[src/rtl/mem_arbiter.sv]
// Two-master arbiter for shared data/pixel memories.
// CPU single beats vs pixel-engine bursts, with starvation guard.
module mem_arbiter #(
  parameter int N      = 32,
  parameter int STARVE = 8
) (
  input  logic         clk,
  input  logic         rst,
  input  logic         a_req,
  input  logic         a_we,
  input  logic         a_sel,
  input  logic [N-1:0] a_addr,
  input  logic [N-1:0] a_wdata,
  output logic         a_stall,
  output logic         a_rvalid,
  output logic [N-1:0] a_rdata,
  input  logic         b_req,
  input  logic         b_we,
  input  logic         b_sel,
  input  logic [N-1:0] b_addr,
  input  logic [3:0]   b_len,
  input  logic [N-1:0] b_wdata,
  output logic         b_gnt,
  output logic         b_rvalid,
  output logic [N-1:0] b_rdata,
  output logic         b_done,
  output logic         dm_we,
  output logic         pm_we,
  output logic [N-1:0] m_addr,
  output logic [N-1:0] m_wdata,
  input  logic [N-1:0] dm_rdata,
  input  logic [N-1:0] pm_rdata
);

  localparam int SW = $clog2(STARVE + 1);

  typedef enum logic {IDLE, BURST} state_t;

  state_t         r_state;
  logic [SW-1:0]  r_starve;
  logic [N-1:0]   r_addr;
  logic [3:0]     r_left;
  logic           r_we;
  logic           r_sel;
  logic           r_a_rv;
  logic           r_b_rv;
  logic           r_rsel;

  logic           w_starved;
  logic           w_a_go;
  logic           w_b_go;
  logic           w_b_new;
  logic           w_last;
  logic           w_we;
  logic           w_sel;
  logic [N-1:0]   w_addr;
  logic [N-1:0]   w_wdata;
  logic [N-1:0]   w_rd;

  assign w_starved = (r_starve == SW'(STARVE));

  // Issue decision; gated by rst so reset silences all strobes at once
  always_comb begin
    w_a_go  = 1'b0;
    w_b_go  = 1'b0;
    w_b_new = 1'b0;
    w_last  = 1'b0;
    w_we    = 1'b0;
    w_sel   = 1'b0;
    w_addr  = '0;
    w_wdata = '0;
    if (rst) begin
      if (r_state == BURST) begin
        w_b_go  = 1'b1;
        w_last  = (r_left == 4'd1);
        w_we    = r_we;
        w_sel   = r_sel;
        w_addr  = r_addr;
        w_wdata = b_wdata;
      end else if (b_req && (!a_req || w_starved)) begin
        w_b_go  = 1'b1;
        w_b_new = 1'b1;
        w_last  = (b_len == 4'd0);
        w_we    = b_we;
        w_sel   = b_sel;
        w_addr  = b_addr;
        w_wdata = b_wdata;
      end else if (a_req) begin
        w_a_go  = 1'b1;
        w_we    = a_we;
        w_sel   = a_sel;
        w_addr  = a_addr;
        w_wdata = a_wdata;
      end
    end
  end

  assign a_stall = rst & a_req & ~w_a_go;
  assign b_gnt   = w_b_go;
  assign b_done  = w_b_go & w_last;
  assign dm_we   = w_we & ~w_sel;
  assign pm_we   = w_we & w_sel;
  assign m_addr  = w_addr;
  assign m_wdata = w_wdata;

  assign w_rd     = r_rsel ? pm_rdata : dm_rdata;
  assign a_rvalid = r_a_rv;
  assign b_rvalid = r_b_rv;
  assign a_rdata  = r_a_rv ? w_rd : '0;
  assign b_rdata  = r_b_rv ? w_rd : '0;

  always_ff @(posedge clk or negedge rst) begin
    if (!rst) begin
      r_state  <= IDLE;
      r_starve <= '0;
      r_addr   <= '0;
      r_left   <= '0;
      r_we     <= 1'b0;
      r_sel    <= 1'b0;
      r_a_rv   <= 1'b0;
      r_b_rv   <= 1'b0;
      r_rsel   <= 1'b0;
    end else begin
      r_a_rv <= w_a_go & ~w_we;
      r_b_rv <= w_b_go & ~w_we;
      r_rsel <= w_sel;
      if (w_b_go || !b_req)
        r_starve <= '0;
      else if (!w_starved)
        r_starve <= r_starve + SW'(1);
      if (w_b_go)
        r_addr <= w_addr + N'(4);
      unique case (r_state)
        IDLE: begin
          if (w_b_new && b_len != 4'd0) begin
            r_state <= BURST;
            r_left  <= b_len;
            r_we    <= b_we;
            r_sel   <= b_sel;
          end
        end
        BURST: begin
          r_left <= r_left - 4'd1;
          if (w_last)
            r_state <= IDLE;
        end
        default: r_state <= IDLE;
      endcase
    end
  end

endmodule

[config.mk]
export PLATFORM = sky130hd
export DESIGN_NAME = mem_arbiter
export DESIGN_NICKNAME = d
export VERILOG_FILES = /design/src/rtl/mem_arbiter.sv
export SDC_FILE = /design/constraint.sdc
export NUM_CORES = 1
export LEC_CHECK = 0
export CAP_MARGIN = 5
export CORE_AREA = 5 5 127 129
export CTS_BUF_LIST = sky130_fd_sc_hd__clkbuf_4
export CTS_CLUSTER_SIZE = 8
export DETAILED_ROUTE_END_ITERATION = 10
export DIE_AREA = 0 0 132 134
export GPL_TIMING_DRIVEN = 0
export HOLD_SLACK_MARGIN = 0.15
export PLACE_DENSITY_LB_ADDON = 0.25
export SKIP_CTS_REPAIR_TIMING = 1
export SYNTH_ARGS = -nofsm -noshare
export SYNTH_HDL_FRONTEND = slang
export SYNTH_SLANG_ARGS = --single-unit
[constraint.sdc]
create_clock -name clk -period 5.1 [get_ports clk]
set_clock_uncertainty 0.2 [all_clocks]
set_input_delay 1.02 -clock clk [delete_from_list [all_inputs] [get_ports clk]]
set_output_delay 1.02 -clock clk [all_outputs]
set_load 0.02 [all_outputs]
=== After elaboration in Yosys (flattened, before gate mapping) ===
Index checks and enable logic that the tools add are counted.

* $add $sub $neg: 3
* Multipliers: 0
* Div/mod/pow operators: 0
* $lt $le $gt $ge: 0
* Equal/unequal tests: 4
* Shifts and indexed selects: 0
* Mux-type cells: 38
* Bitwise gates (word level): 11
* Reduce and logical (&&, ||, !) cells: 9

{| class="wikitable"
|+ Operators by type and width
! operator !! count
|-
| $mux 32 || 11
|-
| $add 32x3->32 const B || 1
|-
| $mux 1 || 22
|-
| $mux 4 || 3
|-
| $pmux 4 s2 || 1
|-
| $and 1x1->1 || 7
|-
| $add 4x1->4 const B || 1
|-
| $eq 4x1->1 const B || 1
|-
| $eq 4x4->1 const B || 1
|-
| $logic_not 4->1 || 1
|-
| $not 1->1 || 4
|-
| $reduce_bool 4->1 || 1
|-
| $sub 4x1->4 const B || 1
|-
| $logic_and 1x1->1 || 2
|-
| $logic_not 1->1 || 2
|-
| $logic_or 1x1->1 || 2
|-
| $ne 2x1->1 const B || 1
|-
| $ne 2x2->1 const B || 1
|-
| $pmux 1 s2 || 1
|-
| $reduce_and 2->1 || 1
|}

* Bits in registers: 46
* Bits in latches: 0
* RAM bits: 0
* Memory bits (read-only): 0
* Word-level logic and storage cells: 74
* Memories: 0

=== Logic depth before layout (Yosys ltp) ===
* Word-level depth: 9
* Depth in mapped cells: 15
* Mapped depth without buffers: 11

=== Worst setup path after synthesis ===
No wires, ideal clock.

* Kind: in2out
* Start point: input a_req
* End point: output m_wdata[22]
* Arrival: 2850 ps
* Data required time: 3880 ps
* Slack: 1030 ps
* Stages on the path: 9
* Cell sequence: buf_6 -> nand2b_4 -> buf_6 -> nand2_2 -> clkbuf_1 -> nor2_1 -> clkbuf_1 -> nand3_1 -> a21boi_0

* Cells in the longest elaborated chain, start to end: 6
* Elaborated cells on any way between the ends: 7

{| class="wikitable"
|+ RTL lines
! what !! line !! text
|-
| start: declaration || 9 || <nowiki>input logic a_req,</nowiki>
|-
| $logic_not 1->1 || 80 || <nowiki>end else if (b_req && (!a_req || w_starved)) begin</nowiki>
|-
| $logic_or 1x1->1 || 80 ||
|-
| $logic_and 1x1->1 || 80 ||
|-
| $mux 32 (*) || 80 ||
|-
| $mux 32 (*) || 73 || <nowiki>if (r_state == BURST) begin</nowiki>
|-
| $mux 32 (*) || 72 || <nowiki>if (rst) begin</nowiki>
|-
| end: declaration || 30 || <nowiki>output logic [N-1:0] m_wdata,</nowiki>
|}

Every way passes the cells marked *; elsewhere a longest branch is shown, timed or not.

=== Worst setup path in the final report ===
* Start point: input a_req
* End point: output m_wdata[13]

The elaborated chain is that of the path after synthesis.

==> impl_metrics.tcl <==
set metrics [dict create \
    status "completed" \
    setup-tns-final_ps 0 \
    cts_buffer_depth 2 \
    grt_remaining_overflow 0 \
    switching_share_pct 47.6 \
    syn_nets 858 \
    fp.dieH_um 134 \
    start_util_pct 35.4 \
    final_common_cell "clkdlybuf4s50_1" \
    cp_max_fo 10 \
    layout-drive-gt1-share_pct 9.63 \
    wl_mm 26.2 \
    clock_latency_ps 390 \
    preCtsSetupSlack_ps -498 \
    synth-edff-count 0 \
    ant_nets 0 \
    grt_setup_unrepaired "false" \
    max-cap-violations 0 \
    yosysSeqAreaShare_pct 21.8 \
    max_freq_mhz 199 \
    p_seq_share_pct 19.7 \
    power.leakage_nw 3.87 \
    powerDensity_nw_per_um2 338 \
    slew_violations 0 \
    setup_violations 0 \
    async_flop_share_pct 100 \
    first_iter_violations 488 \
    required_ps 3880 \
    core-area_um2 14900 \
    final-seq-area_um2 1150 \
    synth_area_um2 5280 \
    numPortBuffers 338 \
    startpoint_type "primary input" \
    fillers 1387 \
    dp_hpwl_mm 21.6 \
    ys_ff_latch 46 \
    max-vdd-ir-drop_mv 0.222 \
    grt_max_degree 29 \
    pin_count 339 \
    syn2layout_area_growth_pct 72.2 \
    grt_pass1_vias 6353 \
    place.gp.congestion 0.879 \
    intPower_w 0.00161 \
    syn_avg_cell_area_um2 8.13 \
    cts.sinks 46 \
    finalPower_w 0.00307 \
    fin_nets 1205 \
    slew_headroom_pct 49.6 \
    htreeDepth 2 \
    drc_errors 0 \
    grtUsageTotal_pct 28.3 \
    postSynthCellCount 649 \
    post-route-worst-setup-slack_ps 67.6 \
    vias 6370 \
    synth_top_area_cell "dfrtp_1" \
    clk_pin_slew_ps 150 \
    placed_cells 1176 \
    cts_tree "yes" \
    clkPwrFrac_pct 6.3 \
    synthFlopType "dfrtp_1" \
    critPathKind "primary input to output pin" \
    worst_slew_pin_slew_ps 756 \
    finalCritPeriodShare_pct 98.7 \
    hp-class "flip-flop to flip-flop" \
    drt_first_pass_iters 5 \
    multiInputGateArea_um2 3740 \
    synthDistinctLibCells 88 \
    worstPathArrival_ps 3810 \
    cp-end-kind "output pin" \
    vias_per_cell 5.36 \
    wl_per_cell_um 22.1 \
    power_frac_comb_pct 74.0 \
    cts_buffers 5 \
    whs_ps 301 \
    dieArea_um2 17700 \
    synth.area.top_cells "dfrtp_1 (22%), nor2b_1 (8.7%), mux2i_1 (6.6%)" \
    clock-root-buffer "clkbuf_4" \
    fin_cells 1188 \
    mostFrequentLayoutCells "clkdlybuf4s50_1 (314), nand2_1 (92), nor2b_1 (73)" \
    period_needed_ps 5030 \
    grt_pass1_wl_mm 39.3 \
    yosysWarningCount 0 \
    hold_viol 0 \
    antenna_found_initial 16 \
    p_sw_w 0.00146 \
    die_width_um 132 \
    synth_top_area_share_pct 21.8 \
    placementRows 45 \
]
==> cell type report <==
cell class                 instances  share of cell area, %
antenna                            3                 0.0826
buffer                            58                   4.24
clock buffer                       5                  0.413
clock inverter                     3                  0.234
inverter                          10                  0.454
multi-input combinational        535                   41.2
sequential                        46                   12.7
tap                              188                   2.59
timing repair buffer             340                   38.1
==> metal layers <==
metal	up-vias	GRT usage, %	part of all wire (%)
li1	3020	-	-
met1	2953	35.5	39
met2	312	45.6	46
met3	59	12.5	12
met4	26	4.86	1.8
met5	-	0	0.66
==> flip-flops by register name, summed over array words and instances, names as in the netlist <==
register	flops
a_rvalid	1
b_rvalid	1
r_addr	32
r_left	4
r_rsel	1
r_sel	1
r_starve	4
r_state	1
r_we	1
==> power by group through the flow <==
stage | Combinational (W) | Clock (W) | Sequential [W]
CTS | 0.00226 | 0.000195 | 0.000601
global route | 0.00244 | 0.000211 | 0.000622
finish | 0.00227 | 0.000194 | 0.000604
floorplan | 0.00138 | 0 | 0.000584
detailed placement | 0.00225 | 0 | 0.000608
global placement | 0.00223 | 0 | 0.000605
==> worst max-delay path, stage by stage <==
cell             delay [ps]
clkdlybuf4s50_1         540
buf_6                   160
nand2b_4                130
buf_6                   160
nand2_4                 150
buf_2                   240
nor2_4                  180
clkbuf_2                250
nand3_1                 100
a21boi_0                210
clkdlybuf4s50_1         650
==> cells in the mapped netlist (all sizes together), types with 12 or more instances <==
cell type,number
xor2,16
nor2b,74
mux2i,35
nand2,93
nor2,16
dfrtp,46
buf,28
o21ai,42
and3,12
clkbuf,30
a21boi,36
nand3,49
xnor2,12
and2,15
a21oi,18
==> kinds of logic after synthesis <==
group           after synthesis  share of synthesized area [%]
flops                        46                           21.8
mux                          42                           8.13
xor+xnor                     28                           4.65
simple gates                302                           32.7
compound gates              158                           23.9
fa+ha+maj                     5                           1.19
buf+inv                      68                           7.59
==> path summary, 6_finish.rpt <==
check,endpoint,startpoint,slack (ps),depth (start not counted)
worst max-delay path,m_wdata[13],a_req,70,11
worst min-delay path,r_addr[7]$_DFFE_PN0P_,r_addr[7]$_DFFE_PN0P_,300,2
worst max register to register,r_addr[24]$_DFFE_PN0P_,r_state$_DFF_PN0_,1620,13
worst min register to register,r_addr[7]$_DFFE_PN0P_,r_addr[7]$_DFFE_PN0P_,300,2
max in group asynchronous,r_addr[21]$_DFFE_PN0P_,rst,3910,2
min in group asynchronous,r_addr[15]$_DFFE_PN0P_,rst,330,1
==> stage by stage <==
stage,utilization [%],instance area [um^2]
floorplan,-,5280
global placement,59.6,8900
detailed placement,59.7,8910
CTS,60.1,8970
global route,60.9,9090
finish,60.9,9090
Power figures use the tool's default switching activity.
